--- src/rtl/hex_display_ctrl.sv ---
// Memory-mapped 8-digit seven-segment display controller: DATA/MASK/CTRL registers,
// registered bus read, and a time-multiplexed active-low segment/anode driver.
module hex_display_ctrl #(
    parameter int SCAN_DIV = 1024
) (
    input  logic        clk_i,
    input  logic        rst_i,
    input  logic        req_i,
    input  logic        we_i,
    input  logic [3:0]  addr_i,
    input  logic [31:0] wdata_i,
    output logic [31:0] rdata_o,
    output logic [6:0]  hex_led_o,
    output logic [7:0]  hex_sel_o
);

    localparam int CW = (SCAN_DIV > 1) ? $clog2(SCAN_DIV) : 1;
    localparam logic [CW-1:0] CNT_MAX = CW'(SCAN_DIV - 1);

    localparam logic [1:0] REG_DATA = 2'd0;
    localparam logic [1:0] REG_MASK = 2'd1;
    localparam logic [1:0] REG_CTRL = 2'd2;

    logic [31:0]   data_reg;
    logic [7:0]    mask_reg;
    logic [CW-1:0] cnt_reg;
    logic [2:0]    idx_reg;
    logic [31:0]   rdata_reg;
    logic [6:0]    led_reg;
    logic [7:0]    sel_reg;

    logic [31:0] rdata_next;
    logic [6:0]  led_next;
    logic [7:0]  sel_next;
    logic [3:0]  nibble [8];

    logic wr_en;
    logic rd_en;
    logic ctrl_clear;

    assign wr_en      = req_i & we_i;
    assign rd_en      = req_i & ~we_i;
    assign ctrl_clear = wr_en && (addr_i[3:2] == REG_CTRL) && wdata_i[0];

    for (genvar gi = 0; gi < 8; gi++) begin : g_nibble
        assign nibble[gi] = data_reg[4*gi +: 4];
    end

    always_comb begin
        rdata_next = 32'd0;
        case (addr_i[3:2])
            REG_DATA: rdata_next = data_reg;
            REG_MASK: rdata_next = {24'd0, mask_reg};
            default:  rdata_next = 32'd0;
        endcase
    end

    // Anode stays high for the whole slot of a masked digit so every slot is equally long.
    always_comb begin
        sel_next = ~({7'd0, mask_reg[idx_reg]} << idx_reg);
        led_next = 7'h7F;
        case (nibble[idx_reg])
            4'h0: led_next = 7'h40;
            4'h1: led_next = 7'h79;
            4'h2: led_next = 7'h24;
            4'h3: led_next = 7'h30;
            4'h4: led_next = 7'h19;
            4'h5: led_next = 7'h12;
            4'h6: led_next = 7'h02;
            4'h7: led_next = 7'h78;
            4'h8: led_next = 7'h00;
            4'h9: led_next = 7'h10;
            4'hA: led_next = 7'h08;
            4'hB: led_next = 7'h03;
            4'hC: led_next = 7'h46;
            4'hD: led_next = 7'h21;
            4'hE: led_next = 7'h06;
            default: led_next = 7'h0E;
        endcase
    end

    always_ff @(posedge clk_i) begin
        if (rst_i) begin
            data_reg  <= 32'd0;
            mask_reg  <= 8'hFF;
            cnt_reg   <= '0;
            idx_reg   <= 3'd0;
            rdata_reg <= 32'd0;
            led_reg   <= 7'h7F;
            sel_reg   <= 8'hFF;
        end else begin
            if (wr_en && addr_i[3:2] == REG_DATA) begin
                data_reg <= wdata_i;
            end
            if (wr_en && addr_i[3:2] == REG_MASK) begin
                mask_reg <= wdata_i[7:0];
            end
            if (ctrl_clear) begin
                data_reg <= 32'd0;
                mask_reg <= 8'hFF;
            end

            if (ctrl_clear) begin
                cnt_reg <= '0;
                idx_reg <= 3'd0;
            end else if (cnt_reg == CNT_MAX) begin
                cnt_reg <= '0;
                idx_reg <= idx_reg + 3'd1;
            end else begin
                cnt_reg <= cnt_reg + CW'(1);
            end

            if (rd_en) begin
                rdata_reg <= rdata_next;
            end

            led_reg <= led_next;
            sel_reg <= sel_next;
        end
    end

    assign rdata_o   = rdata_reg;
    assign hex_led_o = led_reg;
    assign hex_sel_o = sel_reg;

endmodule

--- config.mk ---
export PLATFORM = sky130hd
export DESIGN_NAME = hex_display_ctrl
export DESIGN_NICKNAME = d
export VERILOG_FILES = /design/src/rtl/hex_display_ctrl.sv
export SDC_FILE = /design/constraint.sdc
export NUM_CORES = 1
export LEC_CHECK = 0
export ABC_AREA = 0
export BUFFER_PORTS_ARGS = -buffer_cell sky130_fd_sc_hd__buf_2
export CAP_MARGIN = 20
export CORE_MARGIN = 2
export CORE_UTILIZATION = 49
export DETAILED_ROUTE_END_ITERATION = 12
export PLACE_DENSITY = 0.76
export SETUP_SLACK_MARGIN = 0.3
export SYNTH_ARGS = -nofsm -noshare
export SYNTH_HDL_FRONTEND = slang
export SYNTH_SLANG_ARGS = --single-unit
--- constraint.sdc ---
create_clock -name clk_i -period 2.1 [get_ports clk_i]
set_input_delay 0.21 -clock clk_i [delete_from_list [all_inputs] [get_ports clk_i]]
set_output_delay 0.21 -clock clk_i [all_outputs]
set_load 0.1 [all_outputs]
Word level (Yosys, flattened, before mapping):

Memories as Yosys holds them, arrays and structs flattened. A register that Yosys moved wholly into a read port is not among the register bits.
Index checks and enable logic that the tools add are counted.

* $add $sub $neg: 2
* order comparisons: 2
* eq/ne operators: 3
* shifts and indexed selects: 1
* muxes and demuxes: 6
* bitwise gates (word level): 5
* reduce and logical (&&, ||, !) cells: 7

Operators with widths (number)
* $pmux W32 S2: 1
* $bmux W4 S3: 1
* $add A10 B1 Y10 const B: 1
* $eq A10 B10 Y1 const B: 1
* $mux W4: 2
* $not A8 Y8: 1
* $shl A1 B3 Y8: 1
* $ge A4 B4 Y1 const B: 1
* $logic_and A1 B1 Y1: 4
* $lt A3 B4 Y1 const B: 1
* $not A3 Y4: 1
* $add A3 B1 Y3 const B: 1
* $bmux W1 S3: 1
* $reduce_or A3 Y1: 1
* $and A1 B1 Y1: 2
* $eq A2 B1 Y1 const B: 1
* $eq A2 B2 Y1 const B: 1
* $logic_not A2 Y1: 1
* $reduce_or A2 Y1: 1
* $mux W1: 1
* $not A1 Y1: 1

* register bits after elaboration: 93
* bits in read-only memories: 112
* bits of input ports: 40
* output and inout bits: 47
* logic and storage cells: 33
* memories kept: 1

Memories
* (name not given): words 16, width 7, rd ports 1, clocked after Yosys merged registers in 1, wr ports 0, RTL line 62 `case (nibble[idx_reg])`

Depth between registers and ports, before layout:

Gate-level depths: netlist of run 1.

* word-level depth: 4
* depth in mapped cells: 9
* depth with buffers taken out: 7

Worst setup path before layout of run 1:

Ideal clock, no wire load.

* path kind: flip-flop to flip-flop
* start point: register idx_reg[0]
* end point: register led_reg[1], in the netlist hex_led_o[1]
* arrival: 1955 ps
* required time: 1966 ps
* setup slack: 11 ps
* cell stages (with the launch flop): 9
* period minus slack after synthesis: 2089 ps
* path through: dfxtp_1 > buf_6 > buf_6 > mux4_2 > mux2_2 > clkinv_1 > ha_1 > a21oi_1 > o221ai_1

* word-level cells in the longest chain between the ends: 4

RTL lines
* start: declaration: RTL line 27 `logic [2:0] idx_reg;`
* start signal: assignment: RTL line 108 `idx_reg <= idx_reg + 3'd1;`
* $not A3 Y4 (implied by the code): RTL line 62
* $bmux W4 S3: RTL line 62
* $mux W4 (implied by the code) (2 in a row): RTL line 62
* end: declaration: RTL line 29 `logic [6:0] led_reg;`

Every way passes these cells. The select of a mux whose other input is x is not followed.
A chain may end at the register's enable or synchronous reset.

Final worst setup path of run 1:

* start point: register idx_reg[0]
* end point: register led_reg[3], in the netlist hex_led_o[3]

The elaborated chain is that of the path after synthesis.

==> impl_metrics.py, run 1 <==
metrics = {
    "synth": {
        "synth_commonest_cells": "dfxtp_1, nand2_1, nor2_1",
        "yosysSeqAreaShare_pct": 49.7,
        "synthesis.area_um2": 4030,
        "ys_ff_latch": 100,
        "synth_warnings": 0,
        "synth.distinct_cells": 40,
        "synth_edf_count": 0,
        "synth_top_area_share_pct": 49.7,
        "synth_top_family_by_area": "simple AND/OR/NAND/NOR gates",
        "synth-xor-area-share_pct": 2.17,
        "synth_compound_area_share_pct": 13.3,
        "synth_fp_nets": 493,
        "synth-simple-area-share_pct": 19.8,
        "yosys.area_share.adder_pct": 2.48,
        "ys_async_sr_fraction_pct": 0,
        "muxShareOfSynthArea_pct": 8.76,
        "ys_top_cells_by_area": "dfxtp_1, nand2_1, a22oi_1, nor2_1, a21oi_1",
        "synth.largest_area_cell": "dfxtp_1",
        "synth.avg_cell_area_um2": 9.05,
        "synthFlopType": "dfxtp_1",
        "post-synth-top-count-cell": "dfxtp_1",
        "syn_inst": 445,
    },
    "clock_tree": {
        "clkSlewWorstSetupHoldPaths_ps": 100,
        "cts_htree_levels": 3,
        "cts_buffer_depth": 2,
        "cts_root_buf": "clkbuf_8",
        "holdBufCountCts": 0,
        "clk_latency_ps": 370,
        "tritoncts": "yes",
        "cts.sinks": 100,
        "cts_buffers": 9,
    },
    "placed_design": {
        "gp_congestion": 0.921,
        "post-place-ws_ps": -24.3,
        "hpwl_mm": 6.84,
        "io_buffers": 84,
        "place_inst": 624,
        "place_area_um2": 4630,
    },
    "sta": {
        "worstMarginPinSlew_ps": 589,
        "slew_headroom_pct": 60.6,
        "rsz0062_at_grt": "true",
        "hold_viol": 0,
        "setup_viol": 0,
        "setup_slack_ps": 161,
        "finalClockSkew_ps": 8.41,
        "drv_slew": 0,
        "period_needed_ps": 1940,
        "fmax_mhz": 516,
        "post-route-period-util_pct": 92.3,
    },
    "power_and_ir_drop": {
        "powerDensity_nw_per_um2": 694,
        "ir_drop_mv": 0.326,
        "p_leak_uw": 0.00202,
    },
    "detailed_routing": {
        "drtIter0Drc": 211,
        "drtAntennaViolNets": 0,
        "dr.pass1.iters": 5,
        "wl_per_cell_um": 15.2,
        "drc_errors": 0,
        "vias": 3502,
        "drt_wl_total_mm": 9.85,
        "viasPerCell": 5.40,
    },
    "run": {
        "maxCapViolCount": 0,
    },
    "setup_path": {
        "cp.required_ps": 2340,
        "worst-path-max-fanout": 8,
        "crit_path_top_delay_cell": "mux4_2",
        "start_kind": "register",
        "arrival_ps": 2180,
        "crit_chain": "mux4_2 > mux2_4 > ha_1 > mux2i_1 > o211ai_1",
        "end_kind": "register",
        "cp_top_family": "multiplexers",
        "slowest_delay_ps": 530,
        "critPathBufInv": 0,
        "crit_type": "register to register",
    },
    "finish": {
        "drive_gt1_share_pct": 30.4,
        "final_core_util_pct": 61.5,
        "syn2layout_area_growth_pct": 23.5,
        "finalInstanceArea_um2": 4980,
        "nets": 586,
        "fin_cells": 648,
        "antenna_cells": 0,
    },
    "floorplanning": {
        "die_h_um": 94.7,
        "design.core.area_um2": 8090,
        "ioPinCount": 87,
        "die_w_um": 94.7,
        "initial_utilization_pct": 49.8,
        "dieArea_um2": 8960,
        "num_rows": 33,
    },
    "status": {
        "status": "finished, final reports clean",
    },
    "grt": {
        "antenna_found_initial": 0,
        "grt_max_degree": 38,
        "grt_pass1_wl_mm": 15.7,
        "track_usage_pct": 22.5,
        "grt_pass1_vias": 3255,
        "grt_overflow_total": 0,
    },
    "worst_hold_path": {
        "hp-class": "input pin to register",
    },
}
## final cells by class
class                   count  area [um2]
fillers                   696        3120
inverters                   5        26.3
clock buffers              10         128
multi-input cells         311        1980
flip-flops and latches    100        2010
repair buffers            111         658
well taps                 105         131
clock inverters             6        48.8
## metal layers
metal  track usage (%)  vias up  part of all wire [%]
met1              28.8     1666                    43
li1                  -     1718                     -
met5                 0        -                     0
met2              37.6      103                    50
met4              7.13        0                   1.1
met3              5.27       15                   5.8
## power by group
part           switching [uW]  internal (uW)  total, uW
combinational             254            107        360
sequential               26.2           1930       1960
clock                     692            444       1140
## cell usage in the layout, fill, tap and decap left out, types with 2 or more instances in the layout
cell | synthesis | layout
xnor2_1 | 4 | 4
nand2_1 | 88 | 87
nor3_1 | 5 | 3
clkinvlp_4 | 0 | 2
a22oi_1 | 33 | 33
buf_6 | 3 | 4
mux2_4 | 0 | 2
dfxtp_1 | 100 | 98
nand3_1 | 18 | 17
nor2_1 | 52 | 52
or3_1 | 3 | 2
nor3_2 | 0 | 2
nand3b_1 | 2 | 2
clkbuf_8 | 0 | 9
mux4_2 | 6 | 6
nand4_1 | 4 | 4
o211ai_1 | 3 | 3
nand2b_1 | 3 | 2
ha_4 | 0 | 3
mux2i_1 | 6 | 6
xor2_1 | 6 | 6
a21oi_1 | 34 | 32
buf_2 | 4 | 84
buf_4 | 0 | 21
mux2_2 | 12 | 10
nor3b_1 | 2 | 2
and3_1 | 2 | 2
clkinv_4 | 0 | 2
inv_1 | 4 | 3
nor2b_1 | 2 | 2
o221ai_1 | 3 | 2
ha_1 | 8 | 5
nand4b_1 | 3 | 3
## stage by stage
step | hold slack (ps) | setup TNS (ps) | power [uW]
2_1_floorplan | 334 | 0 | 2240
3_3_place_gp | 404 | 0 | 2340
3_5_place_dp | 409 | -24.3 | 2350
4_1_cts | 56.7 | 0 | 3460
5_1_grt | 63.0 | 0 | 3580
6_report | 72.6 | 0 | 3460
## worst reg2reg max path, stage by stage (launching register included)
cell,delay [ps]
dfxtp_4,430
mux4_2,530
mux2_4,330
ha_1,230
mux2i_1,180
o211ai_1,110
## path summary, 6_finish.rpt
path / start / end / slack (ps) / cells after the start
min reg2reg: mask_reg[4] / hex_sel_o[4] / 420 / 1
max reg2reg: idx_reg[0] / hex_led_o[3] / 160 / 5
min: rst_i / rdata_o[17] / 70 / 2
max: idx_reg[0] / hex_led_o[3] / 160 / 5
## cells by family (layout without fill, tap and decap cells)
kind of cell               after synthesis  after routing
buffers and inverters                   34            132
adders and majority gates                8              8
xor gates and xnor gates                10             10
muxes                                   25             25
DFF                                    100            100
AOI/OAI and AO/OA                       82             82
and+or+nand+nor                        186            186
## timing repair
action,4_1_cts,5_1_grt
pin swaps,4,4
setup buffers,5,3
resized for setup,13,10
endpoints found under the setup margin,7,7
(Power assumes the default switching activity.)
==> run 2, diff against run 1 <==
==> constraint.sdc (replaced) <==
create_clock -name clk_i -period 2.1 [get_ports clk_i]
set_input_delay 0.42 -clock clk_i [delete_from_list [all_inputs] [get_ports clk_i]]
set_output_delay 0.42 -clock clk_i [all_outputs]
set_load 0.1 [all_outputs]
==> run 2 against run 1 <==
Sequential share of layout area barely moved. Largest cell class unchanged. Worst hold slack improved by 210 ps. Critical path depth up 1. Clock-buffer cell count up 1. Total power grew 9.1%. Largest power group unchanged.
==> impl_metrics.py, run 2 (synthesized netlist as in run 1, its figures left out) <==
metrics = {
    "sta": {
        "post-route-period-util_pct": 92.2,
        "hold_viol": 0,
        "worstMarginPinSlew_ps": 640,
        "finalClockSkew_ps": 10.3,
        "period_needed_ps": 1940,
        "tns_ps": 0,
        "fmax_mhz": 516,
        "drv_slew": 0,
        "rsz0062_at_grt": "true",
        "setup_viol": 0,
        "setup_slack_ps": 163,
        "slew_headroom_pct": 57.2,
    },
    "placed_design": {
        "place_inst": 623,
        "io_buffers": 84,
        "place_area_um2": 4620,
        "gp_congestion": 0.898,
        "post-place-ws_ps": -22.9,
        "hpwl_mm": 6.82,
    },
    "detailed_routing": {
        "drtAntennaViolNets": 0,
        "vias": 3496,
        "drc_errors": 0,
        "drtIter0Drc": 205,
        "drt_wl_total_mm": 9.70,
        "wl_per_cell_um": 15.0,
        "dr.pass1.iters": 5,
        "viasPerCell": 5.39,
    },
    "floorplanning": {
        "die_h_um": 94.7,
        "die_w_um": 94.7,
        "ioPinCount": 87,
        "dieArea_um2": 8960,
        "design.core.area_um2": 8090,
        "num_rows": 33,
        "initial_utilization_pct": 49.8,
    },
    "setup_path": {
        "crit_chain": "buf_6 > mux4_2 > mux2i_4 > buf_6 > mux2i_1 > o221ai_1",
        "cp_top_family": "multiplexers",
        "crit_path_top_delay_cell": "mux4_2",
        "arrival_ps": 2180,
        "start_kind": "register",
        "critPathBufInv": 2,
        "cp_common_cell": "buf_6",
        "crit_type": "register to register",
        "end_kind": "register",
        "cp.required_ps": 2340,
        "slowest_delay_ps": 520,
        "worst-path-max-fanout": 8,
    },
    "finish": {
        "nets": 587,
        "antenna_cells": 0,
        "layout_commonest_cell": "dfxtp_1",
        "finalInstanceArea_um2": 4980,
        "fin_cells": 649,
        "multi_input_area_um2": 1930,
        "layout_common_cells": "dfxtp_1, nand2_1, buf_2",
        "drive_gt1_share_pct": 29.2,
        "seqCellArea_um2": 2010,
        "syn2layout_area_growth_pct": 23.6,
        "nFillCells": 709,
    },
    "grt": {
        "grt_overflow_total": 0,
        "grt_pass1_vias": 3392,
        "grt_pass1_wl_mm": 16.2,
        "antenna_found_initial": 0,
        "grt_max_degree": 33,
        "track_usage_pct": 23.0,
    },
    "clock_tree": {
        "cts_buffers": 9,
        "tritoncts": "yes",
        "clkSlewWorstSetupHoldPaths_ps": 90,
        "clk_latency_ps": 370,
        "cts.sinks": 100,
        "cts_htree_levels": 3,
        "cts_buffer_depth": 2,
        "cts_root_buf": "clkbuf_8",
    },
    "power_and_ir_drop": {
        "ir_drop_mv": 0.301,
        "p_leak_uw": 0.00204,
        "powerDensity_nw_per_um2": 757,
    },
    "status": {
        "status": "finished, final reports clean",
    },
    "run": {
        "maxCapViolCount": 0,
    },
    "worst_hold_path": {
        "hp-class": "input pin to register",
    },
}
run 2: power by group:
group	switching, uW	leakage [uW]	internal [uW]
registers	25.9	0.000813	1930
clock network	660	0.000118	799
logic	249	0.00111	102
run 2: final timing paths:
kind	startpoint	end	slack, ps	depth (start not counted)
hold / removal	wdata_i[1]	mask_reg[1]	280	3
setup / recovery	idx_reg[0]	hex_led_o[5]	160	6
setup reg to reg	idx_reg[0]	hex_led_o[5]	160	6
hold reg to reg	mask_reg[4]	hex_sel_o[4]	430	1
run 2: worst reg2reg max path, delay by kind of cell, from the launching register on:
kind / cells / cell delay, ps
DFF: 1 / 430
AOI/OAI and AO/OA: 1 / 120
muxes: 3 / 960
buffers and inverters: 2 / 300
run 2: metal layers:
metal | GRT usage, % | vias to the layer above | routed length, um
li1 | - | 1727 | -
met1 | 29.5 | 1648 | 4140
met2 | 37.9 | 107 | 4820
met3 | 5.19 | 14 | 590
met4 | 8.45 | 0 | 149
met5 | 0 | - | 0
run 2: cell type report:
type                    count  share of cell area, %
multi-input cells         311                   38.8
inverters                   5                  0.528
well taps                 105                   2.64
repair buffers            112                   13.0
clock buffers              11                   2.64
flip-flops and latches    100                   40.3
clock inverters             5                   2.16
run 2: repair_timing:
item                       CTS  global route
setup buffers                9             1
hold buffers                 0             0
resized for setup           10             3
setup endpoints to repair    7             7
pin swaps                    4             4
gates cloned                 0             0
run 2: per-stage QoR:
stage	utilization, %	hold slack, ps	power [uW]
2_1_floorplan	-	378	2240
3_3_place_gp	57.1	402	2340
3_5_place_dp	57.1	412	2350
4_1_cts	61.3	271	3800
5_1_grt	61.5	277	3900
6_report	61.5	282	3770
